### src/rtl/int_ctrl.sv
// int_ctrl: edge-latching, fixed-priority interrupt controller with a memory-mapped PEND/MASK/VEC/EOI window
module int_ctrl #(
  parameter int          NSRC      = 8,
  parameter logic [31:0] BASE_ADDR = 32'hFFFF_FF00
) (
  input  logic            Clk,
  input  logic            Clr,
  input  logic [NSRC-1:0] Irq,
  output logic            Intr,
  input  logic            Inta,
  input  logic            Eret,
  input  logic [31:0]     Daddr,
  input  logic [31:0]     Dwrite,
  input  logic            Wmem,
  output logic            Hit,
  output logic [31:0]     Rdata,
  output logic [31:0]     IntCause
);
  typedef enum logic [1:0] {IDLE, REQ, SERV} state_t;
  state_t            r_state, w_next;
  logic [NSRC-1:0]   r_s1, r_s2, r_prev, r_pend, r_mask;
  logic [2:0]        r_vec, w_win;
  logic [NSRC-1:0]   w_rise, w_ip, w_w1c, w_win_oh;
  logic [1:0]        w_off;
  logic              w_any, w_wr, w_eoi, w_take, w_serv;
  logic              w_unused;
  assign w_unused = ^{Daddr[1:0], Dwrite[31:NSRC]};
  assign w_rise   = r_s2 & ~r_prev;
  assign w_ip     = r_pend & r_mask;
  assign w_any    = |w_ip;
  assign w_off    = Daddr[3:2];
  assign Hit      = Daddr[31:4] == BASE_ADDR[31:4];
  assign w_wr     = Hit & Wmem;
  assign w_eoi    = w_wr && w_off == 2'd3;
  assign w_w1c    = (w_wr && w_off == 2'd0) ? Dwrite[NSRC-1:0] : '0;
  assign w_take   = r_state == REQ && Inta && w_any;
  assign w_win_oh = w_take ? NSRC'(1) << w_win : '0;
  assign w_serv   = r_state == SERV;
  assign Intr     = r_state == REQ;
  assign IntCause = {16'b0, 8'(w_ip), 8'b0};
  assign Rdata    = !Hit ? 32'b0 :
                    w_off == 2'd0 ? 32'(r_pend) :
                    w_off == 2'd1 ? 32'(r_mask) :
                    w_off == 2'd2 ? {w_serv, 28'b0, r_vec} : 32'b0;
  // lowest set index wins, so scan from the top down
  always_comb begin
    w_win = '0;
    for (int i = NSRC - 1; i >= 0; i--) if (w_ip[i]) w_win = 3'(i);
  end
  always_comb begin
    w_next = r_state;
    case (r_state)
      IDLE:    w_next = w_any ? REQ : IDLE;
      REQ:     w_next = w_take ? SERV : !w_any ? IDLE : REQ;
      SERV:    w_next = (Eret || w_eoi) ? IDLE : SERV;
      default: w_next = IDLE;
    endcase
  end
  always_ff @(posedge Clk or posedge Clr) begin
    if (Clr) begin
      r_state <= IDLE;
      r_s1    <= '0;
      r_s2    <= '0;
      r_prev  <= '0;
      r_pend  <= '0;
      r_mask  <= '0;
      r_vec   <= '0;
    end else begin
      r_state <= w_next;
      r_s1    <= Irq;
      r_s2    <= r_s1;
      r_prev  <= r_s2;
      r_pend  <= (r_pend & ~w_w1c & ~w_win_oh) | w_rise;
      if (w_wr && w_off == 2'd1) r_mask <= Dwrite[NSRC-1:0];
      if (w_take) r_vec <= w_win;
    end
  end
endmodule

### config.mk
export PLATFORM = sky130hd
export DESIGN_NAME = int_ctrl
export DESIGN_NICKNAME = d
export VERILOG_FILES = /design/src/rtl/int_ctrl.sv
export SDC_FILE = /design/constraint.sdc
export NUM_CORES = 1
export LEC_CHECK = 0
export ABC_AREA = 1
export CAP_MARGIN = 40
export CELL_PAD_IN_SITES_DETAIL_PLACEMENT = 2
export CELL_PAD_IN_SITES_GLOBAL_PLACEMENT = 2
export CORE_MARGIN = 3
export CORE_UTILIZATION = 21
export DETAILED_ROUTE_END_ITERATION = 8
export PLACE_DENSITY_LB_ADDON = 0.1
export SLEW_MARGIN = 10
export SYNTH_ARGS = -nofsm -noshare
export SYNTH_HDL_FRONTEND = slang
export SYNTH_SLANG_ARGS = --single-unit
### constraint.sdc
create_clock -name Clk -period 3.29 [get_ports Clk]
set_input_delay 0.329 -clock Clk [delete_from_list [all_inputs] [get_ports Clk]]
set_output_delay 0.329 -clock Clk [all_outputs]
set_load 0.01 [all_outputs]
==> results of run 1 <==
[final timing paths]
kind                            slack [ns]                  start              endpoint  cells after the start
max in group asynchronous             2.22                    Clr  r_vec[0]$_DFFE_PP0P_                      4
worst max-delay path                  0.65              Daddr[14]              Rdata[0]                      8
worst min register to register        0.35      r_s1[0]$_DFF_PP0_     r_s2[0]$_DFF_PP0_                      0
worst min-delay path                  0.32                    Clr   r_prev[5]$_DFF_PP0_                      2
min in group Clk                      0.35      r_s1[0]$_DFF_PP0_     r_s2[0]$_DFF_PP0_                      0
worst max register to register        1.61  r_mask[0]$_DFFE_PP0P_   r_pend[5]$_DFF_PP0_                      8
[worst max-delay path, delay by kind of cell]
| family | cells | cell delay (ns) |
|---|---|---|
| buf+inv | 2 | 1.04 |
| simple gates | 5 | 0.65 |
| compound gates | 1 | 0.29 |
[state kept, by name, indices dropped and copies added, names as in the netlist]
signal   cells
r_mask       8
r_pend       8
r_prev       8
r_s1         8
r_s2         8
r_vec        3
r_state      2
[placed cells by master (no fill, tap or decap)]
| master | n |
|---|---|
| nand2_1 | 91 |
| clkdlybuf4s50_1 | 69 |
| conb_1 | 47 |
| dfrtp_1 | 45 |
| inv_1 | 37 |
| nor2_1 | 24 |
| nand3_1 | 22 |
| a21oi_1 | 5 |
| clkbuf_16 | 5 |
| o21ai_0 | 4 |
| o21ai_2 | 4 |
| nand2_2 | 3 |
| nand4_1 | 3 |
| a31oi_1 | 3 |
| buf_4 | 3 |
| nor2_2 | 2 |
| nor3_1 | 2 |
| nor2_8 | 1 |
| a211oi_1 | 1 |
| clkinv_1 | 1 |
| nand2_4 | 1 |
| bufinv_16 | 1 |
| clkbuf_8 | 1 |
| clkbuf_1 | 1 |
| buf_16 | 1 |
[logic make-up (layout without fill, tap and decap cells)]
kind of cell | count (synthesis) | after routing | synth area share
AO/OA/AOI/OAI | 17 | 17 | 0.04453
other | 1 | 47 | 0.001570
AND/OR/NAND/NOR | 149 | 149 | 0.2651
buffers and inverters | 89 | 119 | 0.2174
flip-flops | 45 | 45 | 0.4715
[cells in the mapped netlist]
cell	instances
nor2_1	24
nand3_1	22
a211oi_1	1
nand2_2	3
buf_1	1
nor2_8	1
buf_6	1
nor3_1	2
dfrtp_1	45
nand2_4	1
buf_4	47
o21ai_0	4
a21oi_1	5
nand2_1	91
inv_1	38
clkbuf_1	1
nand4_1	3
o21ai_2	4
nor2_2	2
a31oi_1	3
conb_1	1
buf_2	1
[routing by layer]
metal | share of wire | GRT usage | wire length, um | vias up
li1 | - | - | - | 972
met1 | 0.44 | 0.1429 | 3044 | 947
met2 | 0.48 | 0.1805 | 3267 | 85
met3 | 0.073 | 0.02588 | 497 | 4
met4 | 0.0061 | 0.02404 | 42 | 0
met5 | 0 | 0 | 0 | -
[area by class of cell]
class                   instances  area [sq um]  share of cell area
clock buffers                   7         142.6             0.04358
multi-input cells             213         915.9              0.2798
well taps                     140         175.2             0.05352
repair buffers                 73         740.7              0.2263
clock inverters                 1         30.03            0.009174
flip-flops and latches         45          1126              0.3440
inverters                      38         142.6             0.04358
[power groups by stage]
stage	clock network [mW]	registers, mW	logic [mW]
2_1_floorplan	0	0.582	0.0920
6_report	0.587	0.573	0.128
3_3_place_gp	0	0.583	0.124
3_5_place_dp	0	0.583	0.129
5_1_grt	0.633	0.574	0.144
4_1_cts	0.607	0.573	0.130
[per-stage QoR]
step	util	power [mW]	cells	hold slack (ns)	area (sq um)
after floorplan	-	0.6739	347	0.3312	2561
after global placement	0.2798	0.7065	508	0.3330	3073
after detailed placement	0.2823	0.7128	509	0.3356	3100
after CTS	0.2980	1.310	517	0.3269	3273
after global routing	0.2980	1.350	517	0.3406	3273
final	0.2980	1.287	517	0.3179	3273
==> flow_summary.yaml, run 1 <==
power_and_ir_drop:
  power.leakage_nw: 1.638
  cellInternalPower_mw: 1.011
  pwr_density_cell_nw_per_um2: 393.3
  power_frac_comb: 0.099
  ir_drop_v: 0.0001894
  switching_share: 0.2147
  clkPwrFrac: 0.456
  p_sw_uw: 276.3
  power_frac_seq: 0.445
timing:
  fin_crit_sh: 0.8027
  max_slew.worst_pin.slew_ns: 0.5052
  fmax_mhz: 378.6
  maxSlewHeadroom: 0.6611
  setup-violations-final: 0
  skew_ns: 0.006146
  hold_viol_final: 0
  worst_slack_ns: 0.6490
  rsz0062_at_grt: "false"
  drv_slew: 0
  period_needed_ns: 2.641
  tns_ns: 0
grt:
  grt.overflow.total: 0
  grt_pass1_vias: 2083
  grt_max_degree: 23
  grt_use_total: 0.1084
  grt_antenna_before_repair: 0
  grt_pass1_wl_um: 10890
synth:
  yosys_warnings: 0
  synth_top_cell_area_share: 0.4715
  yosys.cell_types.count: 22
  synthCells: 301
  syn-mean-instance-area_sq_um: 7.935
  synth_top_cell_by_area: "dfrtp_1"
  synth.area.top_cells: "dfrtp_1 47%, buf_4 15%, nand2_1 14%, inv_1 6.0%, nand3_1 4.6%"
  yosysSeqAreaShare: 0.4715
  ys_seq_elements: 45
  syn_area_sq_um: 2389
clocking:
  cts_tree: "done"
  postCtsHoldBufs: 0
  clockBufferDepth: 2
  root_buffer: "clkbuf_16"
  cts.reportedPaths.clkPinSlew_ns: 0.06
  cts_buffers: 5
  cts_resized: 0
  cts_max_level: 2
  post_cts_buffers: 0
  clkSinkCount: 45
  clkLatencyLatePin_ns: 0.28
floorplanning:
  core-area_sq_um: 10980
  fp.dieH_um: 112.7
  num_rows: 38
  start_util: 0.2175
  top_level_ports: 143
  die_x_um: 112.7
  dieArea_sq_um: 12690
cells_and_area:
  drive_above_1_share: 0.05836
  antenna_cells: 0
  fillers: 1293
  area_delta_synth_final_pct: 37.04
  nNetsFinal: 453
critical_path:
  critPathMaxFanout: 11
  criticalPathCategory: "in2out"
  critPathSlowestCell: "clkdlybuf4s50_1"
  critical_path.max_stage_delay_ns: 0.58
  crit_chain: "clkdlybuf4s50_1 > nand2_1 > nor2_1 > nand2_1 > nor2_2 > nand2_2 > a31oi_1 > clkdlybuf4s50_1"
  crit_arrival_ns: 2.31
  end_kind: "output port"
  worstPathRequired_ns: 2.96
  startpoint_type: "input pin"
route:
  drtIter0Drc: 45
  drt_wl_total_um: 6851
  via_per_inst: 3.884
  drt_pass1_iterations: 4
  vias: 2008
  drc: 0
  avgRoutedWirePerCell_um: 13.25
  ant_nets: 0
place:
  pre_cts_slack_ns: 0.5984
  dpl.hpwl_um: 5492
  port_buffers: 69
  gp_congestion: 0.7479
job:
  cap_violations: 0
outcome:
  status: "completed"
min_path:
  hold_path.class: "in2async"
(Power assumes the default switching activity.)
==> run 2: changes to the inputs <==
- CORE_UTILIZATION: 21 -> 19
- clock period: 3.29 -> 2.6 ns (I/O delays scaled with it)
==> run 2 against run 1 <==
Net effect:
- non-clock buffer count unchanged
- clock skew shrank 0.0017 ns
- setup slack worse by 0.41 ns
- sequential share of layout area fell by 0.13 points
- clock-buffer cell count is the same
- wire length increased by 4.2%
- first-iteration DRC count up 78%
- core utilization decreased by 2.8 points
- critical path type unchanged
- critical endpoint is now Rdata[2]
- largest power group is now registers
==> flow_summary.yaml, run 2 (synthesized netlist as in run 1, its figures left out) <==
clocking:
  root_buffer: "clkbuf_16"
  cts_max_level: 2
  cts_resized: 0
  cts.reportedPaths.clkPinSlew_ns: 0.06
  post_cts_buffers: 0
  postCtsHoldBufs: 0
  clockBufferDepth: 2
  cts_buffers: 5
  clkSinkCount: 45
  clkLatencyLatePin_ns: 0.28
  cts_tree: "done"
route:
  wl_met1_um: 3468
  top_layer: "met4"
  via_per_inst: 3.666
  wl_met3_um: 455
  drt_wl_total_um: 7137
  vias: 1998
  drc: 0
  ant_nets: 0
  routed-wl-met2_um: 3126
  avgRoutedWirePerCell_um: 13.10
  drt_pass1_iterations: 4
  drtIter0Drc: 80
grt:
  grt_pass1_wl_um: 11600
  grt_max_degree: 19
  grt.overflow.total: 0
  grt_pass1_vias: 2139
  grt_antenna_before_repair: 0
  grt_use_total: 0.1054
critical_path:
  startpoint_type: "input pin"
  worstPathRequired_ns: 2.34
  criticalPathCategory: "in2out"
  r2r_cells: 7
  crit_arrival_ns: 2.11
  critPathMaxFanout: 11
  end_kind: "output port"
job:
  cap_violations: 0
place:
  dpl.hpwl_um: 5684
  gp_congestion: 0.7267
  port_buffers: 69
timing:
  tns_ns: 0
  skew_ns: 0.004434
  rsz0062_at_grt: "false"
  setup-violations-final: 0
  whs_ns: 0.2934
  fin_crit_sh: 0.9098
  hold_viol_final: 0
  period_needed_ns: 2.365
  drv_slew: 0
  fmax_mhz: 422.8
min_path:
  hold_path.class: "in2async"
floorplanning:
  start_util: 0.1964
  core-area_sq_um: 12160
  dieArea_sq_um: 13950
  die_x_um: 118.1
  top_level_ports: 143
  fp.dieH_um: 118.1
  num_rows: 40
cells_and_area:
  area_delta_synth_final_pct: 37.56
  fillers: 1435
  drive_above_1_share: 0.06366
  final-seq-area_sq_um: 1126
  nNetsFinal: 453
  final_cell_mix: "91 x nand2_1, 69 x clkdlybuf4s50_1, 47 x conb_1"
  antenna_cells: 0
  multi_input_area_sq_um: 933.4
  final_common_cell: "nand2_1"
power_and_ir_drop:
  ir_drop_v: 0.0002002
  switching_share: 0.2327
  power_frac_seq: 0.482
  power_frac_comb: 0.107
  p_sw_uw: 350.2
  clkPwrFrac: 0.411
  pwr_density_cell_nw_per_um2: 458.1
  power.leakage_nw: 1.633
  cellInternalPower_mw: 1.155
outcome:
  status: "completed"
## run 2: cell types whose count changed in the layout (fill, tap and decap cells not counted)
cell        previous run  this run
a31oi_1                3         1
a31oi_2                0         2
buf_12                 0         1
buf_16                 1         0
bufinv_16              1         0
clkbuf_1               1         2
clkbuf_8               1         0
clkinv_1               1         0
clkinvlp_4             0         1
inv_2                  0         1
nand2_2                3         2
nand2_4                1         2
## run 2: final timing paths
check | end | slack, ns | from
worst max-delay path | Rdata[2] | 0.23 | Daddr[19]
worst min-delay path | r_s1[1]$_DFF_PP0_ | 0.29 | Clr
worst max register to register | r_vec[0]$_DFFE_PP0P_ | 0.86 | r_pend[0]$_DFF_PP0_
worst min register to register | r_s2[3]$_DFF_PP0_ | 0.35 | r_s1[3]$_DFF_PP0_
max in group asynchronous | r_mask[5]$_DFFE_PP0P_ | 1.75 | Clr
min in group Clk | r_s2[3]$_DFF_PP0_ | 0.35 | r_s1[3]$_DFF_PP0_
## run 2: through the flow
step / util / instance area, sq um / setup WS (ns) / total power [mW] / std cells
2_1_floorplan: - / 2561 / 1.196 / 0.8527 / 347
3_3_place_gp: 0.2572 / 3128 / 0.1075 / 0.8975 / 537
3_5_place_dp: 0.2572 / 3128 / 0.1064 / 0.9004 / 537
4_1_cts: 0.2687 / 3268 / 0.09094 / 1.535 / 545
5_1_grt: 0.2702 / 3286 / 0.07748 / 1.597 / 545
6_report: 0.2702 / 3286 / 0.2346 / 1.505 / 545
## run 2: power by group through the flow
stage | clock [mW] | sequential, mW | combinational (mW)
after detailed placement | 0 | 0.738 | 0.162
after global routing | 0.689 | 0.727 | 0.181
final | 0.619 | 0.725 | 0.162
after floorplan | 0 | 0.736 | 0.116
after global placement | 0 | 0.737 | 0.160
after CTS | 0.647 | 0.725 | 0.163
## run 2: per-layer routing
layer	global-route usage	vias up
li1	-	974
met1	0.1431	940
met2	0.1626	76
met3	0.03172	8
met4	0.02857	0
met5	0	-
## run 2: final cells by class
type | instances | share of cell area
Sequential cell | 45 | 0.3427
Multi-Input combinational cell | 213 | 0.2841
Timing Repair Buffer | 73 | 0.2232
Tap cell | 168 | 0.06398
Inverter | 38 | 0.04341
Clock buffer | 7 | 0.04037
Clock inverter | 1 | 0.002285
## run 2: critical path, stage by stage
cell and delay (ns):
clkdlybuf4s50_1 0.46, nand2_1 0.05, nor2_1 0.11, nand2_1 0.07
nor2_2 0.18, nand2_4 0.17, a31oi_1 0.23, clkdlybuf4s50_1 0.58
==> run 3: changes to the inputs <==
- CORE_MARGIN: 3 -> 5
==> run 3 against run 2 <==
Net effect:
- combinational power is essentially flat
- hold slack gained 0.038 ns
- via count grew 0.80%
- critical path depth is the same
- maximum frequency shrank 3.6%
- clock power grew 3%
- clock-buffer cell count shrank 2
- first-iteration DRC count shrank 35%
- largest power group unchanged
- final area shrank 0.34%
- non-clock buffer count shrank 1
- critical endpoint unchanged
- sequential power is essentially flat
==> flow_summary.yaml, run 3 (synthesized netlist as in run 1, its figures left out) <==
critical_path:
  end_kind: "output port"
  crit_chain: "clkdlybuf4s50_1 > nand2_1 > nor2_1 > nand2_1 > nor2_2 > nand2_2 > a31oi_1 > clkdlybuf4s50_1"
  worstPathRequired_ns: 2.34
  r2r_cells: 8
  crit_family: "buffers and inverters"
  crit_buf_inv: 2
  critPathMaxFanout: 11
  critPathSlowestCell: "clkdlybuf4s50_1"
  crit_arrival_ns: 2.19
  cp.depth: 8
  criticalPathCategory: "in2out"
  critical_path.max_stage_delay_ns: 0.58
  startpoint_type: "input pin"
route:
  drtIter0Drc: 52
  drt_pass1_iterations: 4
  drc: 0
  avgRoutedWirePerCell_um: 13.49
  vias: 2014
  ant_nets: 0
  via_per_inst: 3.675
  drt_wl_total_um: 7395
grt:
  grt_use_total: 0.09974
  grt.overflow.total: 0
  grt_antenna_before_repair: 0
  grt_pass1_vias: 2150
  grt_pass1_wl_um: 11530
  grt_max_degree: 25
clocking:
  clkLatencyLatePin_ns: 0.29
  clkSinkCount: 45
  cts_max_level: 2
  cts_tree: "done"
  cts.reportedPaths.clkPinSlew_ns: 0.06
  postCtsHoldBufs: 0
  cts_buffers: 5
  clockBufferDepth: 2
  root_buffer: "clkbuf_16"
floorplanning:
  core-area_sq_um: 12470
  num_rows: 41
  start_util: 0.1916
  dieArea_sq_um: 14910
  die_x_um: 122.1
  fp.dieH_um: 122.1
  top_level_ports: 143
timing:
  rsz0062_at_grt: "true"
  period_needed_ns: 2.454
  max_slew.worst_pin.slew_ns: 0.5341
  maxSlewHeadroom: 0.6434
  whs_ns: 0.3317
  fmax_mhz: 407.4
  skew_ns: 0.004119
  hold_viol_final: 0
  drv_slew: 0
  setup-violations-final: 0
  fin_crit_sh: 0.9440
cells_and_area:
  final_cell_mix: "91 x nand2_1, 69 x clkdlybuf4s50_1, 47 x conb_1"
  final_common_cell: "nand2_1"
  nNetsFinal: 452
  final-seq-area_sq_um: 1126
  final_util: 0.2627
  fillers: 1459
  final_cell_area_sq_um: 3274
  multi_input_area_sq_um: 922.1
  area_delta_synth_final_pct: 37.09
  drive_above_1_share: 0.06383
  antenna_cells: 0
power_and_ir_drop:
  pwr_density_cell_nw_per_um2: 464.6
  cellInternalPower_mw: 1.150
  power.total_mw: 1.521
  switching_share: 0.2442
  power.leakage_nw: 1.619
  ir_drop_v: 0.0002362
  power_frac_seq: 0.476
  clkPwrFrac: 0.417
  power_frac_comb: 0.106
  p_sw_uw: 371.5
place:
  gp_congestion: 0.6701
  port_buffers: 69
  dpl.hpwl_um: 5944
  dpl_cell_area_sq_um: 3126
outcome:
  status: "completed"
min_path:
  hold_path.class: "in2async"
job:
  cap_violations: 0
run 3: cell count changes in the layout (fill, tap and decap cells not counted):
cell,before,now
a31oi_1,1,2
a31oi_2,2,1
buf_4,3,2
clkbuf_1,2,0
clkinv_2,0,2
nand2_2,2,3
nand2_4,2,1
run 3: power by group through the flow:
stage / Sequential [mW] / Combinational [mW] / Clock, mW
after CTS: 0.725 / 0.163 / 0.666
after floorplan: 0.736 / 0.116 / 0
final: 0.725 / 0.162 / 0.635
after global routing: 0.726 / 0.180 / 0.688
after detailed placement: 0.739 / 0.163 / 0
after global placement: 0.737 / 0.160 / 0
run 3: area by class of cell:
class,count,area share
clock inverters,3,0.005350
clock buffers,5,0.03821
well taps,172,0.06572
flip-flops and latches,45,0.3439
repair buffers,72,0.2216
multi-input cells,213,0.2816
inverters,38,0.04356
run 3: stage by stage:
stage / TNS [ns] / instances / setup slack, ns
floorplan: 0 / 347 / 1.196
detailed placement: 0 / 540 / 0.09250
finish: 0 / 548 / 0.1456
CTS: 0 / 548 / 0.07916
global placement: 0 / 540 / 0.09911
global route: -0.004473 / 548 / -0.004473
run 3: layer usage:
metal	vias up	part of all wire	wire, um	track usage
li1	972	-	-	-
met1	957	0.46	3427	0.1330
met2	78	0.45	3298	0.1588
met3	7	0.079	587	0.02646
met4	0	0.011	82	0.02939
met5	-	0	0	0
run 3: what timing repair did:
item	CTS	global route
buffers inserted	0	0
endpoints found under the hold margin	0	0
setup endpoints to repair	0	1
resized for setup	0	1
run 3: path summary, 6_finish.rpt:
check	startpoint	to	slack, ns
min in group Clk	r_s1[6]$_DFF_PP0_	r_s2[6]$_DFF_PP0_	0.35
max reg2reg	r_pend[0]$_DFF_PP0_	r_pend[5]$_DFF_PP0_	0.96
min	Clr	r_s1[3]$_DFF_PP0_	0.33
max	Daddr[27]	Rdata[2]	0.15
min reg2reg	r_s1[6]$_DFF_PP0_	r_s2[6]$_DFF_PP0_	0.35
max in group asynchronous	Clr	r_mask[5]$_DFFE_PP0P_	1.75
==> edit, RTL diff (config.mk and constraints of run 3) <==
The 3 states of `state_t` get a one-hot encoding in 3 bits.
--- a/src/rtl/int_ctrl.sv
+++ b/src/rtl/int_ctrl.sv
@@ -18,3 +18,3 @@
 );
-  typedef enum logic [1:0] {IDLE, REQ, SERV} state_t;
+  typedef enum logic [2:0] {IDLE = 3'b001, REQ = 3'b010, SERV = 3'b100} state_t;
   state_t            r_state, w_next;
Function: same outputs for any inputs over 10 cycles, from zero or initial values; not proved beyond that.
==> edit against run 3 <==
  * Design area increased by 4.1%
  * Wire length rose by 5.1%
  * Non-clock buffer count up 2
  * Sequential share of layout area down 0.57 points
  * Via count grew 4.2%
  * Clock power is 0.6% lower
  * Setup slack better by 36 ps
  * Power rose by 1.4%
  * Area after synthesis is 4.7% higher
  * Sequential cell count rose by 1
  * Highest routed layer unchanged
==> edit: results (changes against run 3) <==
worst reg2reg setup slack=980 ps (was 960 ps); status=completed (unchanged); drt total wl=7770 µm (was 7395 µm); total internal power=1.172 mW (was 1.150 mW); Comb group=0.170 mW (was 0.162 mW); Sw Share=0.2407 (was 0.2442); GPL Wtd Cong=0.7329 (was 0.6701); clock skew=7.129 ps (was 4.119 ps); Peak supply drop=0.2579 mV (was 0.2362 mV); Placed Area=3264 µm² (was 3126 µm²); hold crit path type=reg2reg (was in2async); total number of vias=2099 (was 2014); Pleak=1.742 nW (was 1.619 nW); complex-gate fraction of the synthesized area=0.04905 (was 0.04453); met2 usage=0.1695 (was 0.1588); Final min period=2418 ps (was 2454 ps); DR iter-0 viols=41 (was 52); met1 usage=0.1365 (was 0.1330); routed wl met2=3677 µm (was 3298 µm); post-synth cell types=21 (was 22); fraction of layout cells with a size suffix above 1=0.07053 (was 0.06383); critical path fanouts, max=9 (was 11); largest net degree at the start of global routing=47 (was 25); end of the worst register-to-register path=r_pend[3]$_DFF_PP0_ (was r_pend[5]$_DFF_PP0_); sequential share of power=0.481 (was 0.476); Critical Path AT=2160 ps (was 2190 ps); vias in the first global route=2336 (was 2150); worst rel slew slack=0.5873 (was 0.6434); Total Nets Final=473 (was 452); Global Route met3 Usage=0.02444 (was 0.02646); worst slack, placed=110.5 ps (was 92.50 ps); first-pass GRT wire length=12850 µm (was 11530 µm); Met3 Routed Length=391 µm (was 587 µm); synth cell count leaders=nand2_1, buf_4, dfrtp_1, inv_1, nor2_1 (unchanged); metal1 wirelength=3668 µm (was 3427 µm); worst r2r src=r_state[2]$_DFF_PP0_ (was r_pend[0]$_DFF_PP0_); Worst Setup EP=Rdata[2] (unchanged); post-CTS setup buffers=0 (unchanged); min-delay src=r_s1[7]$_DFF_PP0_; DR pass1 iterations=4 (unchanged); GRT Util Overall=0.1017 (was 0.09974); Area contributors post-synth=dfrtp_1, nand2_1, buf_4 (was dfrtp_1, buf_4, nand2_1); WL per Instance=13.56 µm (was 13.49 µm); Synth Area in Adders=0 (unchanged); DP HPWL=6334 µm (was 5944 µm); Seq/Total Area, Yosys=0.4610 (was 0.4715); R2R cell count=6 (was 8); CP startpoint=Daddr[25] (was Daddr[27])
## edit: cell count changes in the layout (fill, tap and decap cells not counted), moves of 4 or more
cell	change
nand2_1	+9
nor2_2	+4
nand4_1	+5
inv_1	+4
nand3_1	-9
nor2_1	-4
o21ai_0	+9
## edit: layout make-up
type | count | area (µm²)
Tap cell | 176 | 220.2
Inverter | 45 | 168.9
Timing Repair Buffer | 74 | 728.2
Multi-Input combinational cell | 224 | 994.7
Clock inverter | 2 | 13.76
Sequential cell | 46 | 1152
Fill cell | 1523 | 9678
Clock buffer | 6 | 128.9
## edit: worst min-delay path by stage
stage | endpoint | slack (ps) | cells past startpoint
2_1_floorplan | r_s1[0]$_DFF_PP0_ | 290 | 0
3_3_place_gp | r_s2[1]$_DFF_PP0_ | 330 | 0
3_5_place_dp | r_s2[7]$_DFF_PP0_ | 340 | 0
4_1_cts | r_s2[7]$_DFF_PP0_ | 350 | 0
5_1_grt | r_s2[7]$_DFF_PP0_ | 360 | 0
6_report | r_s2[7]$_DFF_PP0_ | 350 | 0
